===== config.mk =====
export PLATFORM = sky130hd
export DESIGN_NAME = wb_uart_tx_sequencer
export DESIGN_NICKNAME = d
export VERILOG_FILES = /design/src/rtl/wb_uart_pkg.sv /design/src/rtl/sync_fifo.sv /design/src/rtl/wb_uart_tx_sequencer.sv
export SDC_FILE = /design/constraint.sdc
export NUM_CORES = 1
export LEC_CHECK = 0
export BUFFER_PORTS_ARGS = -buffer_cell sky130_fd_sc_hd__buf_2
export CAP_MARGIN = 20
export CORE_ASPECT_RATIO = 0.7
export CORE_UTILIZATION = 50
export DETAILED_ROUTE_END_ITERATION = 7
export GPL_ROUTABILITY_DRIVEN = 0
export GPL_TIMING_DRIVEN = 0
export PLACE_DENSITY = 0.72
export SETUP_SLACK_MARGIN = 0.02
export SLEW_MARGIN = 20
export SYNTH_ARGS = -nofsm -noshare
export SYNTH_HDL_FRONTEND = slang
export SYNTH_SLANG_ARGS = --single-unit

===== constraint.sdc =====
create_clock -name clk -period 4 [get_ports clk]
set_input_delay 0.4 -clock clk [delete_from_list [all_inputs] [get_ports clk]]
set_output_delay 0.4 -clock clk [all_outputs]
set_load 0.05 [all_outputs]

===== src/rtl/wb_uart_pkg.sv =====
// Shared definitions for the UART wishbone register map and the TX sequencer FSM.
package wb_uart_pkg;

  localparam logic [1:0] TX_REG  = 2'd0;
  localparam logic [1:0] RX_REG  = 2'd1;
  localparam logic [1:0] CTL_REG = 2'd2;

  localparam int CTL_TX_DONE_BIT = 0;

  typedef enum logic [2:0] {
    S_IDLE   = 3'd0,
    S_WR_REQ = 3'd1,
    S_WR_ACK = 3'd2,
    S_SETTLE = 3'd3,
    S_RD_REQ = 3'd4,
    S_RD_ACK = 3'd5
  } state_t;

endpackage


===== src/rtl/sync_fifo.sv =====
// Synchronous first-word-fall-through FIFO with occupancy output.
module sync_fifo #(
  parameter int WIDTH      = 8,
  parameter int DEPTH_LOG2 = 4
) (
  input  logic                  clk,
  input  logic                  reset,
  input  logic                  push,
  input  logic [WIDTH-1:0]      din,
  input  logic                  pop,
  output logic [WIDTH-1:0]      dout,
  output logic                  empty,
  output logic                  full,
  output logic [DEPTH_LOG2:0]   level
);

  localparam int DEPTH = 2 ** DEPTH_LOG2;
  localparam logic [DEPTH_LOG2:0] FULL_LEVEL = (DEPTH_LOG2 + 1)'(DEPTH);

  logic [WIDTH-1:0]      mem [DEPTH];
  logic [DEPTH_LOG2-1:0] wr_ptr;
  logic [DEPTH_LOG2-1:0] rd_ptr;
  logic                  do_push;
  logic                  do_pop;

  // A pop in the same cycle frees a slot, so a push into a full FIFO still lands.
  assign do_pop  = pop && !empty;
  assign do_push = push && (!full || do_pop);
  assign empty   = (level == '0);
  assign full    = (level == FULL_LEVEL);
  assign dout    = mem[rd_ptr];

  always_ff @(posedge clk) begin
    if (do_push) mem[wr_ptr] <= din;
  end

  always_ff @(posedge clk) begin
    if (reset) begin
      wr_ptr <= '0;
      rd_ptr <= '0;
      level  <= '0;
    end else begin
      if (do_push) wr_ptr <= wr_ptr + 1'b1;
      if (do_pop)  rd_ptr <= rd_ptr + 1'b1;
      if (do_push && !do_pop)      level <= level + 1'b1;
      else if (!do_push && do_pop) level <= level - 1'b1;
    end
  end

endmodule


===== src/rtl/wb_uart_tx_sequencer.sv =====
// Wishbone master draining a byte FIFO into the UART: write TX, settle, then poll
// CTL until tx_done, abandoning the byte with a sticky error after too many polls.
module wb_uart_tx_sequencer
  import wb_uart_pkg::*;
#(
  parameter int DEPTH_LOG2    = 4,
  parameter int SETTLE_CYCLES = 64,
  parameter int TIMEOUT_POLLS = 4096
) (
  input  logic                  clk,
  input  logic                  reset,
  input  logic                  i_push,
  input  logic [7:0]            i_data,
  output logic                  o_full,
  output logic [DEPTH_LOG2:0]   o_level,
  output logic                  o_busy,
  output logic                  o_err,
  input  logic                  i_clr_err,
  output logic                  o_wb_cyc,
  output logic                  o_wb_stb,
  output logic                  o_wb_we,
  output logic [1:0]            o_wb_addr,
  output logic [7:0]            o_wb_data,
  input  logic                  i_wb_ack,
  input  logic                  i_wb_stl,
  input  logic [7:0]            i_wb_data
);

  localparam int SW = $clog2(SETTLE_CYCLES + 1);
  localparam int PW = $clog2(TIMEOUT_POLLS + 1);
  localparam logic [SW-1:0] SETTLE_LOAD = SW'(SETTLE_CYCLES - 1);
  localparam logic [PW-1:0] TIMEOUT_VAL = PW'(TIMEOUT_POLLS);

  state_t        state;
  logic [SW-1:0] settle_cnt;
  logic [PW-1:0] poll_cnt;
  logic [PW-1:0] polls;
  logic          fifo_pop;
  logic          fifo_empty;
  logic [7:0]    fifo_dout;
  logic          wr_done;
  logic          rd_done;
  logic          tx_done;
  logic          unused_rdata;

  sync_fifo #(
    .WIDTH      (8),
    .DEPTH_LOG2 (DEPTH_LOG2)
  ) u_fifo (
    .clk   (clk),
    .reset (reset),
    .push  (i_push),
    .din   (i_data),
    .pop   (fifo_pop),
    .dout  (fifo_dout),
    .empty (fifo_empty),
    .full  (o_full),
    .level (o_level)
  );

  assign fifo_pop = (state == S_IDLE) && !fifo_empty;
  assign o_busy   = (state != S_IDLE) || !fifo_empty;
  assign tx_done  = i_wb_data[CTL_TX_DONE_BIT];
  assign unused_rdata = ^i_wb_data;

  // An ack may coincide with the accepting (unstalled) strobe cycle.
  assign wr_done = i_wb_ack && ((state == S_WR_ACK) || (state == S_WR_REQ && !i_wb_stl));
  assign rd_done = i_wb_ack && ((state == S_RD_ACK) || (state == S_RD_REQ && !i_wb_stl));
  assign polls   = (state == S_RD_REQ) ? poll_cnt + 1'b1 : poll_cnt;

  always_ff @(posedge clk) begin
    if (reset) begin
      state      <= S_IDLE;
      o_wb_cyc   <= 1'b0;
      o_wb_stb   <= 1'b0;
      o_wb_we    <= 1'b0;
      o_wb_addr  <= '0;
      o_wb_data  <= '0;
      o_err      <= 1'b0;
      settle_cnt <= '0;
      poll_cnt   <= '0;
    end else begin
      if (i_clr_err) o_err <= 1'b0;

      case (state)
        S_IDLE: begin
          if (!fifo_empty) begin
            o_wb_cyc  <= 1'b1;
            o_wb_stb  <= 1'b1;
            o_wb_we   <= 1'b1;
            o_wb_addr <= TX_REG;
            o_wb_data <= fifo_dout;
            state     <= S_WR_REQ;
          end
        end
        S_WR_REQ: begin
          if (!i_wb_stl) begin
            o_wb_stb <= 1'b0;
            state    <= S_WR_ACK;
          end
        end
        S_SETTLE: begin
          if (settle_cnt == '0) begin
            o_wb_cyc  <= 1'b1;
            o_wb_stb  <= 1'b1;
            o_wb_we   <= 1'b0;
            o_wb_addr <= CTL_REG;
            state     <= S_RD_REQ;
          end else begin
            settle_cnt <= settle_cnt - 1'b1;
          end
        end
        S_RD_REQ: begin
          if (!i_wb_stl) begin
            o_wb_stb <= 1'b0;
            poll_cnt <= poll_cnt + 1'b1;
            state    <= S_RD_ACK;
          end
        end
        S_WR_ACK, S_RD_ACK: begin
        end
        default: state <= S_IDLE;
      endcase

      // Completion handling overrides the per-state updates above.
      if (wr_done) begin
        o_wb_cyc   <= 1'b0;
        o_wb_we    <= 1'b0;
        settle_cnt <= SETTLE_LOAD;
        poll_cnt   <= '0;
        state      <= S_SETTLE;
      end

      if (rd_done) begin
        if (tx_done) begin
          o_wb_cyc <= 1'b0;
          state    <= S_IDLE;
        end else if (polls == TIMEOUT_VAL) begin
          o_wb_cyc <= 1'b0;
          o_err    <= 1'b1;
          state    <= S_IDLE;
        end else begin
          o_wb_stb <= 1'b1;
          state    <= S_RD_REQ;
        end
      end
    end
  end

endmodule


==> qor.yml, run 1 <==
syn_avg_cell_area_um2: 14.3
ff2ff_path_depth: 13
dieHeight_um: 105
synth_seq_area_share_pct: 64.2
max_freq_mhz: 304
ys_async_sr_fraction_pct: 0
crit_required_ns: 4.35
fp-row-count: 37
antenna-diode-count: 0
route.antenna.remaining_nets: 0
relSlewSlack_pct: 37.4
globalRouteTotalUtil_pct: 22.6
swShare_pct: 33.9
synthTopCellsByArea: "edfxtp_1, dfxtp_1, mux4_2"
r2r_end: "u_fifo.level[4]"
tritoncts: "done"
fin_nets: 611
crit_start: "u_fifo.level[0]"
wl_per_cell_um: 20.8
final_cell_area_um2: 8520
skew_ns: 0.0125
min_period_over_period_pct: 82.3
max-vdd-ir-drop_mv: 0.370
hold_violations: 0
clk_pin_slew_ns: 0.07
ios: 43
status: "complete, no violations"
drive_gt1_share_pct: 21.2
r2r_setup_slack_ns: 0.71
dp_cells: 752
cts_root_buf: "clkbuf_16"
cp-start-kind: "flip-flop"
insertion_delay_ns: 0.43
drtPass1Iterations: 5
cts_resized: 0
synth_fp_nets: 560
switchingPower_w: 0.00187
p_comb_share_pct: 30.4
period_needed_ns: 3.29
fin_ws_ns: 0.708
antenna_found_initial: 0
pwr-share-clk_pct: 29.7
rsz0062_at_grt: "false"
tns_ns: 0
synth_edf_count: 128
grt_pass1_vias: 4461
synthCells: 525
cap_violations: 0
die_area_um2: 15500
synth-main-ff-cell: "edfxtp_1"
cp-end-kind: "flip-flop"
io_buffers: 32
cp.arrival_ns: 3.64
final_max_slew_viol_count: 0
die_w_um: 148
drt_iter0_drc: 437
syn_area_um2: 7510
htreeDepth: 4
crit_path_end: "u_fifo.level[4]"
start_util_pct: 51.2
ys_ff_latch: 177
critical_path_class: "flip-flop to flip-flop"
coreArea_um2: 14700
holdBufCountCts: 0
routed_wl_um: 16300
grt_start_max_net_pins: 17
synth_top_cell_by_area: "edfxtp_1"
cts_made_buffers: 17
post-synth-top-area-fraction_pct: 51.2
hold_path_depth: 3
p_int_w: 0.00365
hold_path.class: "input port to flip-flop"
postCtsSetupBuffers: 0
place_area_um2: 7940
r2r-start: "u_fifo.level[0]"
grt_pass1_wl_um: 25200
p_leak_nw: 2.92
yosysUniqueCellTypes: 51
final_cells: 784
setup_violations: 0
power_density_nw_per_um2: 648
vias: 4480
grt_overflow_total: 0
area_growth_pct: 13.4
drt-vias-per-instance: 5.71
yosysWarnings: 0
seqPwrFrac_pct: 39.9
clock_sinks: 177
hold-worst-slack_ns: 0.251
pre_cts_slack_ns: 0.728
drc: 0
path_max_fanout: 10
worstMarginPinSlew_ns: 0.934
clockBufferDepth: 2
hpwlAfterDp_um: 11200
kinds of logic (layout without fill, tap and decap cells):
logic type                 after synthesis  in the layout  synth area share (%)
other                                    1              1                0.0499
and+or+nand+nor                        159            159                  9.96
muxes                                   44             44                  12.5
xor gates and xnor gates                33             33                  3.85
adders and majority gates               13             13                  2.27
AOI/OAI and AO/OA                       56             56                  4.70
DFF                                    177            177                  64.2
buffers and inverters                   42            106                  2.42
sequential cells by signal, indices dropped and copies added (netlist names):
register,count
u_fifo.wr_ptr,4
o_err,1
o_wb_we,1
o_wb_data,8
poll_cnt,13
u_fifo.rd_ptr,4
o_wb_addr,1
state,3
o_wb_cyc,1
u_fifo.level,5
o_wb_stb,1
u_fifo.mem,128
settle_cnt,7
routing by layer:
layer,share of wire (%),GRT usage [%]
met4,0.80,5.52
met1,47,33.3
met5,0,0
met2,46,33.3
met3,6.5,6.33
cell usage in the layout, fill, tap and decap left out, types with 3 or more instances in the layout:
cell / netlist / final
o211ai_1: 3 / 3
edfxtp_1: 128 / 128
ha_1: 12 / 12
a21oi_1: 26 / 26
xor2_1: 21 / 21
nor2b_1: 5 / 5
a211oi_1: 3 / 3
o21a_1: 5 / 5
nand4_1: 8 / 8
buf_1: 4 / 4
inv_6: 0 / 6
clkbuf_1: 16 / 17
dfxtp_1: 49 / 49
nand2_1: 44 / 44
nor3_1: 11 / 7
or3_1: 4 / 4
mux2i_1: 4 / 4
nor2_1: 55 / 55
clkbuf_16: 0 / 17
buf_2: 7 / 39
xnor2_1: 12 / 12
nor3_2: 0 / 4
nand3_1: 10 / 10
and3_1: 3 / 3
mux4_2: 40 / 40
inv_1: 11 / 11
o21ai_0: 7 / 7
nor4_1: 3 / 3
metrics by stage:
step	power, W	util, %
global placement	0.00384	53.9
CTS	0.00553	58.0
finish	0.00552	58.0
global route	0.00576	58.0
detailed placement	0.00390	54.1
floorplan	0.00346	-
cell type report:
class / instances / area [um^2]
Timing Repair Buffer: 32 / 160
Inverter: 12 / 45.0
Multi-Input combinational cell: 306 / 2520
Clock buffer: 18 / 429
Sequential cell: 177 / 4820
Fill cell: 1119 / 6160
Clock inverter: 14 / 151
Tap cell: 195 / 244
Buffer: 30 / 136
worst max-delay path, cell delays in order (launching register included):
cell and delay (ns):
dfxtp_1 0.38, or4_1 0.57, nor2_1 0.14, nor2b_1 0.13
inv_2 0.11, buf_2 0.25, ha_1 0.22, inv_1 0.10
fa_1 0.42, a21o_1 0.17, a21oi_1 0.17, xnor2_1 0.10
or3_1 0.31, a21oi_1 0.13
cell usage after synthesis (2+ instances only):
cell type	number
nand2b_1	2
edfxtp_1	128
xor2_1	21
xnor2_1	12
nand2_1	44
a211oi_1	3
clkbuf_1	16
and3_1	3
buf_4	2
or3_1	4
dfxtp_1	49
buf_2	7
nand4_1	8
inv_1	11
ha_1	12
o211ai_1	3
mux4_2	40
o31ai_1	2
nor2b_1	5
nand3_1	10
o21a_1	5
nor3_1	11
a21oi_1	26
nor2_1	55
nor4_1	3
o21ai_0	7
mux2i_1	4
or4_1	2
and2_1	2
a31oi_1	2
o311ai_1	2
buf_1	4
a21o_1	2
power groups by stage:
stage	combinational [W]	clock, W	sequential, W
final	0.00168	0.00164	0.00220
after CTS	0.00168	0.00166	0.00220
after detailed placement	0.00166	0	0.00224
after floorplan	0.00101	0	0.00245
after global routing	0.00181	0.00173	0.00222
after global placement	0.00162	0	0.00223
worst min-delay path by stage:
stage,start,endpoint
after global placement,o_wb_data[1],o_wb_data[1]
after floorplan,settle_cnt[6],settle_cnt[6]
after detailed placement,o_wb_data[2],o_wb_data[2]
after CTS,i_wb_data[0],o_wb_cyc
after global routing,i_wb_data[0],o_wb_cyc
final,i_wb_data[0],o_wb_cyc
Note: power is estimated with default switching activity, not from simulation.
==> run 2: changes to the inputs <==
==> constraint.sdc (replaced) <==
create_clock -name clk -period 3.35 [get_ports clk]
set_input_delay 0.335 -clock clk [delete_from_list [all_inputs] [get_ports clk]]
set_output_delay 0.335 -clock clk [all_outputs]
set_load 0.05 [all_outputs]
==> qor.yml, run 2 (synthesis results as in run 1) <==
cts_made_buffers: 17
pwr-share-clk_pct: 29.5
final_common_cell: "edfxtp_1"
drive_gt1_share_pct: 21.8
p_comb_share_pct: 30.9
final_max_slew_viol_count: 0
path_max_fanout: 6
skew_ns: 0.0198
worstMarginPinSlew_ns: 0.857
coreArea_um2: 14700
cp.arrival_ns: 3.39
final_cell_mix: "edfxtp_1, nor2_1, dfxtp_1"
wl_met3_um: 1110
cap_violations: 0
routed_wl_um: 16300
cts_resized: 0
drt-vias-per-instance: 5.67
crit_required_ns: 3.70
p_leak_nw: 2.94
largest-register: "u_fifo.mem"
setup_violations: 0
min_period_over_period_pct: 90.6
final_util_pct: 58.2
met1_length_um: 7550
grt_pass1_wl_um: 25200
route.met2.wl_um: 7470
hpwlAfterDp_um: 11200
dieHeight_um: 105
hold-worst-slack_ns: 0.185
relSlewSlack_pct: 42.7
start_util_pct: 51.2
top_regs: "u_fifo.mem (128), poll_cnt (13), o_wb_data (8)"
antenna_found_initial: 0
seqPwrFrac_pct: 39.6
period_needed_ns: 3.04
fin_nets: 615
tritoncts: "done"
status: "complete, no violations"
drc: 0
insertion_delay_ns: 0.43
tns_ns: 0
wl_per_cell_um: 20.6
p_int_w: 0.00441
hold_violations: 0
clockBufferDepth: 2
vias: 4466
die_w_um: 148
grt_overflow_total: 0
die_area_um2: 15500
route.antenna.remaining_nets: 0
max_freq_mhz: 329
fp-row-count: 37
grt_pass1_vias: 4461
cp-end-kind: "flip-flop"
htreeDepth: 4
critical_path_class: "flip-flop to flip-flop"
power_density_nw_per_um2: 776
switchingPower_w: 0.00223
io_buffers: 32
area_growth_pct: 13.8
globalRouteTotalUtil_pct: 22.6
cp-start-kind: "flip-flop"
swShare_pct: 33.6
antenna-diode-count: 0
grt_start_max_net_pins: 17
largest_reg_flops: 128
clk_pin_slew_ns: 0.07
cts_root_buf: "clkbuf_16"
drt_iter0_drc: 381
highest_layer: "met4"
clock_sinks: 177
max-vdd-ir-drop_mv: 0.443
rsz0062_at_grt: "false"
drtPass1Iterations: 5
ios: 43
hold_path.class: "input port to flip-flop"
-- run 2: worst max-delay path, cell delays in order (launching register included) --
cell	delay (ns)
dfxtp_1	0.38
or4_1	0.57
nor2_1	0.14
nor2b_1	0.13
inv_2	0.14
ha_1	0.20
inv_1	0.10
fa_1	0.42
a21o_1	0.17
a21oi_1	0.17
xnor2_1	0.10
or3_1	0.31
a21oi_1	0.14
-- run 2: cell type report --
cell class	count	area, um^2
fill	1117	6130
sequential	177	4820
multi-input combinational	306	2520
clock buffer	18	429
tap	195	244
timing repair buffer	37	198
clock inverter	14	151
buffer	29	131
inverter	12	45.0
-- run 2: per-stage QoR --
step	std cells	total power [W]	worst slack, ns	cell area (um^2)
6_report	788	0.00664	0.315	8550
2_1_floorplan	525	0.00413	0.211	7510
3_5_place_dp	752	0.00466	0.0780	7940
3_3_place_gp	752	0.00459	0.0987	7920
5_1_grt	788	0.00694	0.139	8550
4_1_cts	784	0.00661	0.0581	8520
-- run 2: power by group through the flow --
| stage | clock network [W] | registers (W) | logic (W) |
|---|---|---|---|
| 2_1_floorplan | 0 | 0.00293 | 0.00121 |
| 3_3_place_gp | 0 | 0.00266 | 0.00193 |
| 3_5_place_dp | 0 | 0.00268 | 0.00198 |
| 4_1_cts | 0.00198 | 0.00263 | 0.00200 |
| 5_1_grt | 0.00207 | 0.00265 | 0.00222 |
| 6_report | 0.00196 | 0.00263 | 0.00205 |
-- run 2: what timing repair did --
action                                  CTS  global route
endpoints found under the setup margin    0             2
setup buffers                             0             5
hold buffers                              0             0
-- run 2: final timing paths --
kind	from	end	slack, ns	cells past startpoint
setup / recovery	u_fifo.level[0]	u_fifo.level[4]	0.31	12
hold / removal	i_wb_data[0]	o_wb_cyc	0.19	3
setup reg to reg	u_fifo.level[0]	u_fifo.level[4]	0.31	12
hold reg to reg	o_wb_data[2]	o_wb_data[2]	0.46	2
-- run 2: layer usage --
metal	GRT usage (%)	up-vias
met5	0	-
met4	5.52	0
met3	6.33	14
met2	33.3	163
met1	33.3	2215
li1	-	2074
